==> config.mk <==
export PLATFORM = sky130hd
export DESIGN_NAME = stage_x_fetch_flat
export DESIGN_NICKNAME = d
export VERILOG_FILES = /design/src/rtl/rv64_pipe_pkg.sv /design/src/rtl/stage_x_fetch_if.sv /design/src/rtl/stage_x_pcgen.sv /design/src/rtl/stage_x_fetch.sv /design/src/flat_wrapper.sv
export SDC_FILE = /design/constraint.sdc
export NUM_CORES = 1
export LEC_CHECK = 0
export CAP_MARGIN = 0
export CORE_UTILIZATION = 50
export CTS_BUF_LIST = sky130_fd_sc_hd__clkbuf_8
export DETAILED_ROUTE_END_ITERATION = 12
export HOLD_SLACK_MARGIN = 0.03
export PLACE_DENSITY = 0.95
export SETUP_SLACK_MARGIN = 0.5
export SYNTH_ARGS = -nofsm -noshare
export SYNTH_HDL_FRONTEND = slang
export SYNTH_SLANG_ARGS = --single-unit
==> constraint.sdc <==
create_clock -name clk -period 20.6 [get_ports clk]
set_clock_uncertainty 0.2 [all_clocks]
set_input_delay 6.18 -clock clk [delete_from_list [all_inputs] [get_ports clk]]
set_output_delay 6.18 -clock clk [all_outputs]
set_load 0.03 [all_outputs]
==> src/rtl/rv64_pipe_pkg.sv <==
// Shared definitions for the rv64 ready-valid pipeline: widths, reset PC,
// fetch state encoding and the {pc, inst} x->y bus layout.
package rv64_pipe_pkg;

  localparam int XLEN         = 64;
  localparam int INST_W       = 32;
  localparam int X_TO_Y_BUS_W = XLEN + INST_W;

  localparam logic [XLEN-1:0] RESET_PC = 64'h8000_0000;

  typedef enum logic [1:0] {
    S_REQ,
    S_WAIT,
    S_CANCEL
  } fetch_state_e;

  // pc occupies the MSBs so stage_y can slice it directly.
  typedef struct packed {
    logic [XLEN-1:0]   pc;
    logic [INST_W-1:0] inst;
  } x_to_y_bus_t;

  function automatic x_to_y_bus_t pack_x_to_y(input logic [XLEN-1:0]   pc,
                                              input logic [INST_W-1:0] inst);
    x_to_y_bus_t b;
    b.pc   = pc;
    b.inst = inst;
    return b;
  endfunction

  function automatic x_to_y_bus_t unpack_x_to_y(input logic [X_TO_Y_BUS_W-1:0] bus);
    return x_to_y_bus_t'(bus);
  endfunction

endpackage

==> src/rtl/stage_x_fetch_if.sv <==
// Handshake bundle of the fetch stage: split imem req/addr_ok/data_ok port
// plus the valid/allow_in hand-off to decode.
interface stage_x_fetch_if;
  import rv64_pipe_pkg::*;

  logic                    imem_req;
  logic [XLEN-1:0]         imem_addr;
  logic                    imem_addr_ok;
  logic                    imem_data_ok;
  logic [INST_W-1:0]       imem_rdata;
  logic                    x_to_y_valid;
  logic [X_TO_Y_BUS_W-1:0] x_to_y_bus;
  logic                    y_allow_in;

  modport master (
    output imem_req, imem_addr, x_to_y_valid, x_to_y_bus,
    input  imem_addr_ok, imem_data_ok, imem_rdata, y_allow_in
  );

  modport slave (
    input  imem_req, imem_addr, x_to_y_valid, x_to_y_bus,
    output imem_addr_ok, imem_data_ok, imem_rdata, y_allow_in
  );

endinterface

==> src/rtl/stage_x_pcgen.sv <==
// PC register of the fetch stage with its next-pc mux: redirect, +4, or hold.
module stage_x_pcgen #(
  parameter logic [rv64_pipe_pkg::XLEN-1:0] RESET_PC = rv64_pipe_pkg::RESET_PC
) (
  input  logic                           clk,
  input  logic                           reset,
  input  logic                           br_redirect,
  input  logic [rv64_pipe_pkg::XLEN-1:0] br_target,
  input  logic                           advance,
  output logic [rv64_pipe_pkg::XLEN-1:0] pc
);
  import rv64_pipe_pkg::*;

  // Redirect beats advance; +4 wraps naturally at 2^XLEN.
  // NOTE: clocked state uses non-blocking assignments so every register
  // samples pre-edge values regardless of block ordering.
  always_ff @(posedge clk) begin
    if (reset)            pc <= RESET_PC;
    else if (br_redirect) pc <= br_target;
    else if (advance)     pc <= pc + XLEN'(4);
  end

endmodule

==> src/rtl/stage_x_fetch.sv <==
// Instruction-fetch stage x: one outstanding imem fetch, one-entry output
// register towards decode, redirect flushes the buffer and cancels in-flight data.
module stage_x_fetch #(
  parameter logic [rv64_pipe_pkg::XLEN-1:0] RESET_PC = rv64_pipe_pkg::RESET_PC
) (
  input  logic                           clk,
  input  logic                           reset,
  input  logic                           br_redirect,
  input  logic [rv64_pipe_pkg::XLEN-1:0] br_target,
  stage_x_fetch_if.master                pipe
);
  import rv64_pipe_pkg::*;

  fetch_state_e      state;
  logic [XLEN-1:0]   pc;
  logic              x_valid;
  logic [XLEN-1:0]   x_pc;
  logic [INST_W-1:0] x_inst;
  logic              buf_free;
  logic              fill;

  // Buffer will be empty next cycle: either empty now or draining into y.
  assign buf_free = !x_valid || pipe.y_allow_in;

  // Only issue when the returning data is guaranteed a free buffer slot.
  assign pipe.imem_req  = !reset && (state == S_REQ) && buf_free && !br_redirect;
  assign pipe.imem_addr = pc;

  assign fill = (state == S_WAIT) && pipe.imem_data_ok && !br_redirect;

  stage_x_pcgen #(.RESET_PC(RESET_PC)) u_pcgen (
    .clk         (clk),
    .reset       (reset),
    .br_redirect (br_redirect),
    .br_target   (br_target),
    .advance     (fill),
    .pc          (pc)
  );

  always_ff @(posedge clk) begin
    if (reset) begin
      state   <= S_REQ;
      x_valid <= 1'b0;
    end else if (br_redirect) begin
      x_valid <= 1'b0;
      // Data returning alongside the redirect retires the outstanding fetch,
      // so there is nothing left to cancel.
      case (state)
        S_WAIT, S_CANCEL: state <= pipe.imem_data_ok ? S_REQ : S_CANCEL;
        default:          state <= S_REQ;
      endcase
    end else begin
      if (fill)                               x_valid <= 1'b1;
      else if (x_valid && pipe.y_allow_in)    x_valid <= 1'b0;

      case (state)
        S_REQ:    if (pipe.imem_req && pipe.imem_addr_ok) state <= S_WAIT;
        S_WAIT:   if (pipe.imem_data_ok)                  state <= S_REQ;
        S_CANCEL: if (pipe.imem_data_ok)                  state <= S_REQ;
        default:                                          state <= S_REQ;
      endcase
    end
  end

  // NOTE: payload registers carry no reset; x_valid alone qualifies them,
  // so resetting the wide datapath would buy nothing.
  always_ff @(posedge clk) begin
    if (fill) begin
      x_pc   <= pc;
      x_inst <= pipe.imem_rdata;
    end
  end

  assign pipe.x_to_y_valid = x_valid;
  assign pipe.x_to_y_bus   = pack_x_to_y(x_pc, x_inst);

endmodule
==> src/flat_wrapper.sv <==
// flat-port wrapper written by rule: the top's interface ports become plain ports
module stage_x_fetch_flat import rv64_pipe_pkg::*;
#(
  parameter logic [rv64_pipe_pkg::XLEN-1:0] RESET_PC = rv64_pipe_pkg::RESET_PC
)
  (clk, reset, br_redirect, br_target, pipe_imem_req, pipe_imem_addr, pipe_x_to_y_valid, pipe_x_to_y_bus, pipe_imem_addr_ok, pipe_imem_data_ok, pipe_imem_rdata, pipe_y_allow_in);
  stage_x_fetch_if pipe_i ();
  input  logic clk;
  input  logic reset;
  input  logic br_redirect;
  input  logic [rv64_pipe_pkg::XLEN-1:0] br_target;
  output wire logic [$bits(pipe_i.imem_req)-1:0] pipe_imem_req;
  output wire logic [$bits(pipe_i.imem_addr)-1:0] pipe_imem_addr;
  output wire logic [$bits(pipe_i.x_to_y_valid)-1:0] pipe_x_to_y_valid;
  output wire logic [$bits(pipe_i.x_to_y_bus)-1:0] pipe_x_to_y_bus;
  input wire logic [$bits(pipe_i.imem_addr_ok)-1:0] pipe_imem_addr_ok;
  input wire logic [$bits(pipe_i.imem_data_ok)-1:0] pipe_imem_data_ok;
  input wire logic [$bits(pipe_i.imem_rdata)-1:0] pipe_imem_rdata;
  input wire logic [$bits(pipe_i.y_allow_in)-1:0] pipe_y_allow_in;
  assign pipe_imem_req = pipe_i.imem_req;
  assign pipe_imem_addr = pipe_i.imem_addr;
  assign pipe_x_to_y_valid = pipe_i.x_to_y_valid;
  assign pipe_x_to_y_bus = pipe_i.x_to_y_bus;
  assign pipe_i.imem_addr_ok = pipe_imem_addr_ok;
  assign pipe_i.imem_data_ok = pipe_imem_data_ok;
  assign pipe_i.imem_rdata = pipe_imem_rdata;
  assign pipe_i.y_allow_in = pipe_y_allow_in;
  stage_x_fetch #(.RESET_PC(RESET_PC)) u_core (.clk(clk), .reset(reset), .br_redirect(br_redirect), .br_target(br_target), .pipe(pipe_i));
endmodule
==> results.toml, run 1 <==
[timing]
layout_setup_ws_ps = 6230
max_freq_mhz = 69.6
slew_headroom_pct = 28.3
rsz0062_at_grt = "false"
finalHoldViolCount = 0
tns_ps = 0
period_share_pct = 69.8
tightest_slew_ps = 1070
slew_violations = 0
period_needed_ps = 14370
finalSetupViolCount = 0

[worst_setup_path]
cp-startpoint = "reset"
cp_num_buf_inv = 3
cp-end-kind = "primary output"
critPathLaunchType = "input pin"
arrival_ps = 7990
cp_data_required_time_ps = 14220
crit_chain = "buf_2 > buf_4 > nor2_1 > and3_1 > clkdlybuf4s50_1"
worstSetupPathType = "input pin to primary output"
slowest_stage = "clkdlybuf4s50_1"
crit_fanout = 69
slowest_delay_ps = 670
timing.rr.start = "u_core.state[1]"
crit_family = "buffers and inverters"

[power]
power_leakage_nw = 3.40
power_density_nw_per_um2 = 68.4
sw_frac_of_total_pct = 25.6
p_sw_w = 0.000179
ir_drop_v = 0.0000424
seq_power_share_pct = 53.5
p_int_w = 0.000521
p_comb_share_pct = 13.0
power.total_w = 0.000701
p_clk_share_pct = 33.5

[clock_tree]
cts_root_buf = "clkbuf_8"
hold_buffers = 0
path_clk_slew_ps = 80
clock_path_buffers = 2
cts_max_level = 4
cts-buffers-inserted = 17
cts-resized-gates = 0
cts_sinks = 163
post-cts-setup-buffers = 0
clk_latency_ps = 460
cts_tree = "yes"

[logic_synthesis]
ys_ff_latch = 163
netlist_instances = 637
syn_area_um2 = 7110
synthArstFlopShare_pct = 0
syn_area_per_cell_um2 = 11.2
synth_top_area_share_pct = 40.5
synth-seq-area-share_pct = 59.4
synthTopCellsByArea = "edfxtp_1, dfxtp_1, xnor2_1"
synth-edff-count = 96
yosys_warnings = 0
synth_top_flop_cell = "edfxtp_1"
synth.largest_area_cell = "edfxtp_1"
syn_nets = 742
ys_types = 50

[placed_design]
port_buffers = 263
place_congestion = 0.896
pre_cts_slack_ps = 6280
dpl.hpwl_um = 14600

[floorplan]
rows = 43
core-area_um2 = 13900
num_io_pins = 264
die_h_um = 121
die-area_um2 = 14700
initial_core_util_pct = 51.2
die_w_um = 121

[detailed_routing]
drt_wl_total_um = 20600
wl_per_cell_um = 19.2
via_count = 6327
drtIter0Drc = 741
dr.pass1.iters = 6
viasPerCell = 5.87
route.detailed.drc = 0
ant_nets = 0

[grt]
antenna_found_initial = 0
grt_pass1_wl_um = 31600
grt_usage_pct = 28.3
grt_overflow = 0
grt_pass1_vias = 5936
grt_max_degree = 90

[final_layout]
final_common_cell = "clkdlybuf4s50_1"
area_growth_syn_to_layout_pct = 44.0
diodes = 0
post-route-util_pct = 73.8
final_layout_size_suffix_gt1_share_pct = 5.24
final_cell_mix = "clkdlybuf4s50_1, edfxtp_1, dfxtp_1"
final_net_count = 989

[run]
max-cap-violations = 0

[outcome]
outcome = "finished clean"

[hold_path]
holdCritPathClass = "register to register"
hp-start = "u_core.u_pcgen.pc[0]"
==> worst reg2reg max path, delay by kind of cell, from the launching register on <==
kind	cells	cell delay, ps
adder cells (fa/ha/maj)	1	340
buffers and inverters	2	800
flip-flops	1	320
AND/OR/NAND/NOR	2	1100
==> state kept, by name (all words and copies together), names as in the netlist <==
signal	cells
u_core.state	2
u_core.x_inst	32
u_core.u_pcgen.pc	64
u_core.x_pc	64
u_core.pipe.x_to_y_valid	1
==> Yosys cell counts (10+ instances only) <==
cell and instances:
edfxtp_1 96, dfxtp_1 67, nor2_1 57, nand2_1 36
nand3_1 36, nand4_1 29, nor4_1 29, clkbuf_1 28
a211oi_1 25, xnor2_1 25, nor3_1 23, and3_1 17
and4_1 15, mux2i_1 15, inv_1 11, a311oi_1 10
o21ai_0 10
==> final cells by class <==
cell class | instances | area [µm²]
Tap cell | 180 | 225
Clock inverter | 14 | 149
Clock buffer | 18 | 248
Multi-Input combinational cell | 423 | 2700
Sequential cell | 163 | 4220
Inverter | 12 | 45.0
Fill cell | 959 | 3640
Timing Repair Buffer | 267 | 2650
==> final timing paths <==
check                         end  slack (ps)  depth (start not counted)
hold / removal     u_core.x_pc[0]         290                          0
setup / recovery    pipe_imem_req        6230                          5
hold reg to reg    u_core.x_pc[0]         290                          0
setup reg to reg  u_core.x_pc[30]       17390                          5
==> kinds of logic after synthesis <==
family / count (synthesis) / synth area share [%]
simple gates: 294 / 23.0
flops: 163 / 59.4
compound gates: 79 / 8.20
buf+inv: 51 / 2.78
xor+xnor: 32 / 3.94
mux: 15 / 2.11
fa+ha+maj: 3 / 0.528
==> stage by stage <==
step	hold WS (ps)	instance area (µm²)	cells
2_1_floorplan	290	7110	637
3_3_place_gp	254	9840	1045
3_5_place_dp	265	9840	1045
4_1_cts	289	10200	1077
5_1_grt	301	10200	1077
6_report	287	10200	1077
==> metal layers <==
layer	up-vias	GRT usage, %	part of all wire, %
li1	2941	-	-
met1	2955	35.4	40
met2	368	45.4	48
met3	63	9.02	9.7
met4	0	11.0	2.5
met5	-	0	0
==> power by group through the flow <==
stage	Combinational, W	Clock (W)	Sequential [W]
finish	0.0000911	0.000235	0.000375
global route	0.0000966	0.000251	0.000377
CTS	0.0000911	0.000239	0.000374
detailed placement	0.0000903	0	0.000382
global placement	0.0000885	0	0.000381
floorplan	0.0000251	0	0.000396
(Power assumes the default switching activity.)
==> run 2: changes to the inputs <==
- CORE_UTILIZATION: 50 -> 42
- PLACE_DENSITY: 0.95 -> 0.86
- clock period: 20.6 -> 12.6 ns (I/O delays scaled with it)
==> run 2 against run 1 <==
  * Register-to-register slack got worse by 7900 ps
  * Hold slack improved by 3.2 ps
  * Sequential power increased by 63%
  * Clock power increased by 53%
  * Die area increased by 19%
  * Global-route usage decreased by 4.3 points
  * Final area increased by 0.22%
  * Sequential share of layout area decreased by 0.090 points
  * Combinational power increased by 62%
  * Sequential cell count unchanged
  * Wire length increased by 1.3%
  * Clock-buffer cell count decreased by 1
  * Critical path type unchanged
  * Largest cell class unchanged
  * Largest power group unchanged
==> results.toml, run 2 (synthesis results as in run 1) <==
[worst_setup_path]
crit_chain = "buf_2 > buf_4 > nor2_1 > and3_1 > clkdlybuf4s50_1"
worstSetupPathType = "input pin to primary output"
crit_family = "buffers and inverters"
cp_data_required_time_ps = 8620
slowest_delay_ps = 670
cp_num_buf_inv = 3
reg2regPathDepth = 7
r2r_setup_slack_ps = 9490
critPathLaunchType = "input pin"
cp-end-kind = "primary output"
crit_fanout = 69
slowest_stage = "clkdlybuf4s50_1"
worst-path-stages = 5
arrival_ps = 5620

[floorplan]
die_h_um = 132
initial_core_util_pct = 42.9
die-area_um2 = 17500
die_w_um = 132
num_io_pins = 264
rows = 47
core-area_um2 = 16600

[timing]
finalHoldViolCount = 0
max_freq_mhz = 104
slew_violations = 0
finalSetupViolCount = 0
rsz0062_at_grt = "false"
slew_headroom_pct = 20.2
period_share_pct = 76.2
layout_setup_ws_ps = 3000
period_needed_ps = 9600
tns_ps = 0
tightest_slew_ps = 1190

[detailed_routing]
viasPerCell = 5.66
ant_nets = 0
via_count = 6328
wl_per_cell_um = 18.7
route.detailed.drc = 0
drtIter0Drc = 650
dr.pass1.iters = 5
drt_wl_total_um = 20900

[final_layout]
final_layout_size_suffix_gt1_share_pct = 5.46
fillers = 1359
final_common_cell = "clkdlybuf4s50_1"
final_net_count = 989
largestRegisters = "u_core.u_pcgen.pc x64, u_core.x_pc x64, u_core.x_inst x32"
post-route-util_pct = 61.9
area_growth_syn_to_layout_pct = 44.3
final_cell_mix = "clkdlybuf4s50_1, edfxtp_1, dfxtp_1"
final_area_um2 = 10300

[placed_design]
port_buffers = 263
place_congestion = 0.887
pre_cts_slack_ps = 3050
dpl.hpwl_um = 15000
dpl_cell_area_um2 = 9890

[power]
power_leakage_nw = 3.37
power_density_nw_per_um2 = 109
ir_drop_v = 0.0000647
power.total_w = 0.00112

[grt]
grt_pass1_vias = 5954
grt_usage_pct = 24.0
grt_overflow = 0
grt_max_degree = 85
grt_pass1_wl_um = 32400
antenna_found_initial = 1

[outcome]
outcome = "finished clean"

[run]
max-cap-violations = 0

[clock_tree]
post-cts-setup-buffers = 0
path_clk_slew_ps = 90
cts-resized-gates = 0
cts_tree = "yes"
cts-buffers-inserted = 17
cts_sinks = 163
cts_max_level = 4
clock_path_buffers = 2
cts_root_buf = "clkbuf_8"
clk_latency_ps = 480
hold_buffers = 0

[hold_path]
holdCritPathClass = "register to register"
holdPathStages = 0
## run 2: changes by cell type in the layout (fill, tap and decap cells not counted), sizes merged
cell,before,now
bufinv,3,1
clkbuf,18,17
clkinv,6,5
clkinvlp,1,3
diode,0,1
inv,16,18
## run 2: report_power, final
| part | total [W] | switching [W] | leakage [nW] | internal, W |
|---|---|---|---|---|
| logic | 0.000148 | 0.0000747 | 1.76 | 0.0000737 |
| registers | 0.000613 | 0.0000316 | 1.43 | 0.000582 |
| clock network | 0.000359 | 0.000202 | 0.182 | 0.000158 |
## run 2: layer usage
metal | part of all wire, % | track usage [%] | vias up | wire (µm)
met5 | 0 | 0 | - | 0
met3 | 9.6 | 7.50 | 58 | 2000
met1 | 42 | 30.6 | 2949 | 8690
met2 | 46 | 38.2 | 372 | 9700
li1 | - | - | 2949 | -
met4 | 2.4 | 8.91 | 0 | 503
## run 2: worst paths after layout
| path | start | endpoint |
|---|---|---|
| setup reg to reg | u_core.state[1] | u_core.u_pcgen.pc[38] |
| setup / recovery | reset | pipe_imem_req |
| hold reg to reg | u_core.u_pcgen.pc[0] | u_core.x_pc[0] |
| hold / removal | u_core.u_pcgen.pc[0] | u_core.x_pc[0] |
## run 2: final cells by class
cell class	count	area [µm²]	share of cell area, %
clock buffers	17	234	2.28
diodes	1	2.50	0.0244
flip-flops and latches	163	4220	41.2
clock inverters	15	133	1.29
inverters	12	45.0	0.439
multi-input cells	423	2700	26.3
well taps	220	275	2.68
repair buffers	267	2650	25.8
## run 2: stage by stage
stage               std cells  hold slack (ps)
finish                   1118              290
global route             1118              314
CTS                      1117              287
detailed placement       1085              263
global placement         1085              263
floorplan                 637              290
==> run 3: changes to the inputs <==
- CORE_UTILIZATION: 42 -> 46
- PLACE_DENSITY: 0.86 -> 0.9
- clock period: 12.6 -> 9.9 ns (I/O delays scaled with it)
==> run 3 against run 2 <==
  * Register-to-register slack got worse by 2600 ps
  * Largest cell class unchanged
  * Non-clock buffer count did not move
  * Via count fell by 0.28%
  * Highest routed layer unchanged
==> results.toml, run 3 (synthesis results as in run 1) <==
[grt]
antenna_found_initial = 1
grt_pass1_vias = 5950
met1_usage_pct = 31.8
grt_max_degree = 97
grt_usage_pct = 25.8
grt_busiest_layer = "met2"
grtUsageMet3_pct = 7.89
grt_pass1_wl_um = 31600
grt_use_met2_pct = 42.9
grt_overflow = 0

[timing]
tightest_slew_ps = 1210
tns_ps = 0
finalHoldViolCount = 0
slew_violations = 0
max_freq_mhz = 131
period_needed_ps = 7630
finalSetupViolCount = 0
period_share_pct = 77.1
rsz0062_at_grt = "false"
holdWs_ps = 277
slew_headroom_pct = 19.4

[placed_design]
placedCellCount = 1053
port_buffers = 263
dpl_cell_area_um2 = 9850
dpl.hpwl_um = 14700
place_congestion = 0.897

[final_layout]
final_common_cell = "clkdlybuf4s50_1"
final_area_um2 = 10200
final_cells = 1086
final_net_count = 989
largestRegisters = "u_core.u_pcgen.pc x64, u_core.x_pc x64, u_core.x_inst x32"
area_growth_syn_to_layout_pct = 43.4
final_cell_mix = "clkdlybuf4s50_1, edfxtp_1, dfxtp_1"
final_layout_size_suffix_gt1_share_pct = 5.69

[detailed_routing]
ant_nets = 0
drt_wl_total_um = 20600
drtIter0Drc = 610
viasPerCell = 5.81
dr.pass1.iters = 5
route.detailed.drc = 0
via_count = 6310
wl_per_cell_um = 19.0

[power]
seq_power_share_pct = 55.7
p_sw_w = 0.000390
p_int_w = 0.00101
power_density_nw_per_um2 = 137
ir_drop_v = 0.0000798
power.total_w = 0.00140
p_clk_share_pct = 30.8
power_leakage_nw = 3.37
sw_frac_of_total_pct = 27.9
p_comb_share_pct = 13.5

[worst_setup_path]
r2r_setup_slack_ps = 6860
worstSetupPathType = "input pin to primary output"
critPathLaunchType = "input pin"
reg2regPathDepth = 7
cp_data_required_time_ps = 6730
arrival_ps = 4460
crit_fanout = 8
cp-end-kind = "primary output"

[floorplan]
die_h_um = 126
initial_core_util_pct = 47.0
rows = 45
die_w_um = 126
core-area_um2 = 15100
num_io_pins = 264
die-area_um2 = 16000

[clock_tree]
cts-buffers-inserted = 17
clk_latency_ps = 470
cts-resized-gates = 0
cts_sinks = 163
hold_buffers = 0
cts_tree = "yes"
post-cts-setup-buffers = 0
path_clk_slew_ps = 80
clock_path_buffers = 2
cts_root_buf = "clkbuf_8"
cts_max_level = 4

[hold_path]
holdCritPathClass = "register to register"
holdPathStages = 0

[outcome]
outcome = "finished clean"

[run]
max-cap-violations = 0
-- run 3: worst paths after layout --
| kind | from | end |
|---|---|---|
| worst min register to register | u_core.u_pcgen.pc[1] | u_core.x_pc[1] |
| worst max register to register | u_core.state[1] | u_core.u_pcgen.pc[44] |
| worst max-delay path | br_redirect | pipe_imem_req |
| worst min-delay path | u_core.u_pcgen.pc[1] | u_core.x_pc[1] |
-- run 3: power by group through the flow --
stage,clock (W),combinational (W),sequential [W]
3_3_place_gp,0,0.000185,0.000793
3_5_place_dp,0,0.000188,0.000794
4_1_cts,0.000436,0.000189,0.000779
6_report,0.000431,0.000189,0.000780
2_1_floorplan,0,0.0000523,0.000824
5_1_grt,0.000466,0.000200,0.000784
-- run 3: area by class of cell --
class / instances / area, µm²
antenna: 1 / 2.50
inverter: 12 / 45.0
clock buffer: 17 / 234
clock inverter: 15 / 109
sequential: 163 / 4220
fill: 1124 / 4950
multi-input combinational: 423 / 2700
timing repair buffer: 267 / 2650
tap: 188 / 235
-- run 3: critical path, stage by stage --
cell and delay [ps]:
buf_2 100, nor2_1 470, and3_1 250, clkdlybuf4s50_1 660
-- run 3: through the flow --
step / utilization, % / setup slack, ps
CTS: 67.3 / 2250
finish: 67.3 / 2270
global route: 67.3 / 2210
floorplan: - / 1520
global placement: 65.1 / 2280
detailed placement: 65.1 / 2280
-- run 3: routing by layer --
metal	vias to the layer above	routed length, µm
met5	-	0
met2	392	9830
met3	46	2020
met4	0	546
met1	2940	8220
li1	2932	-
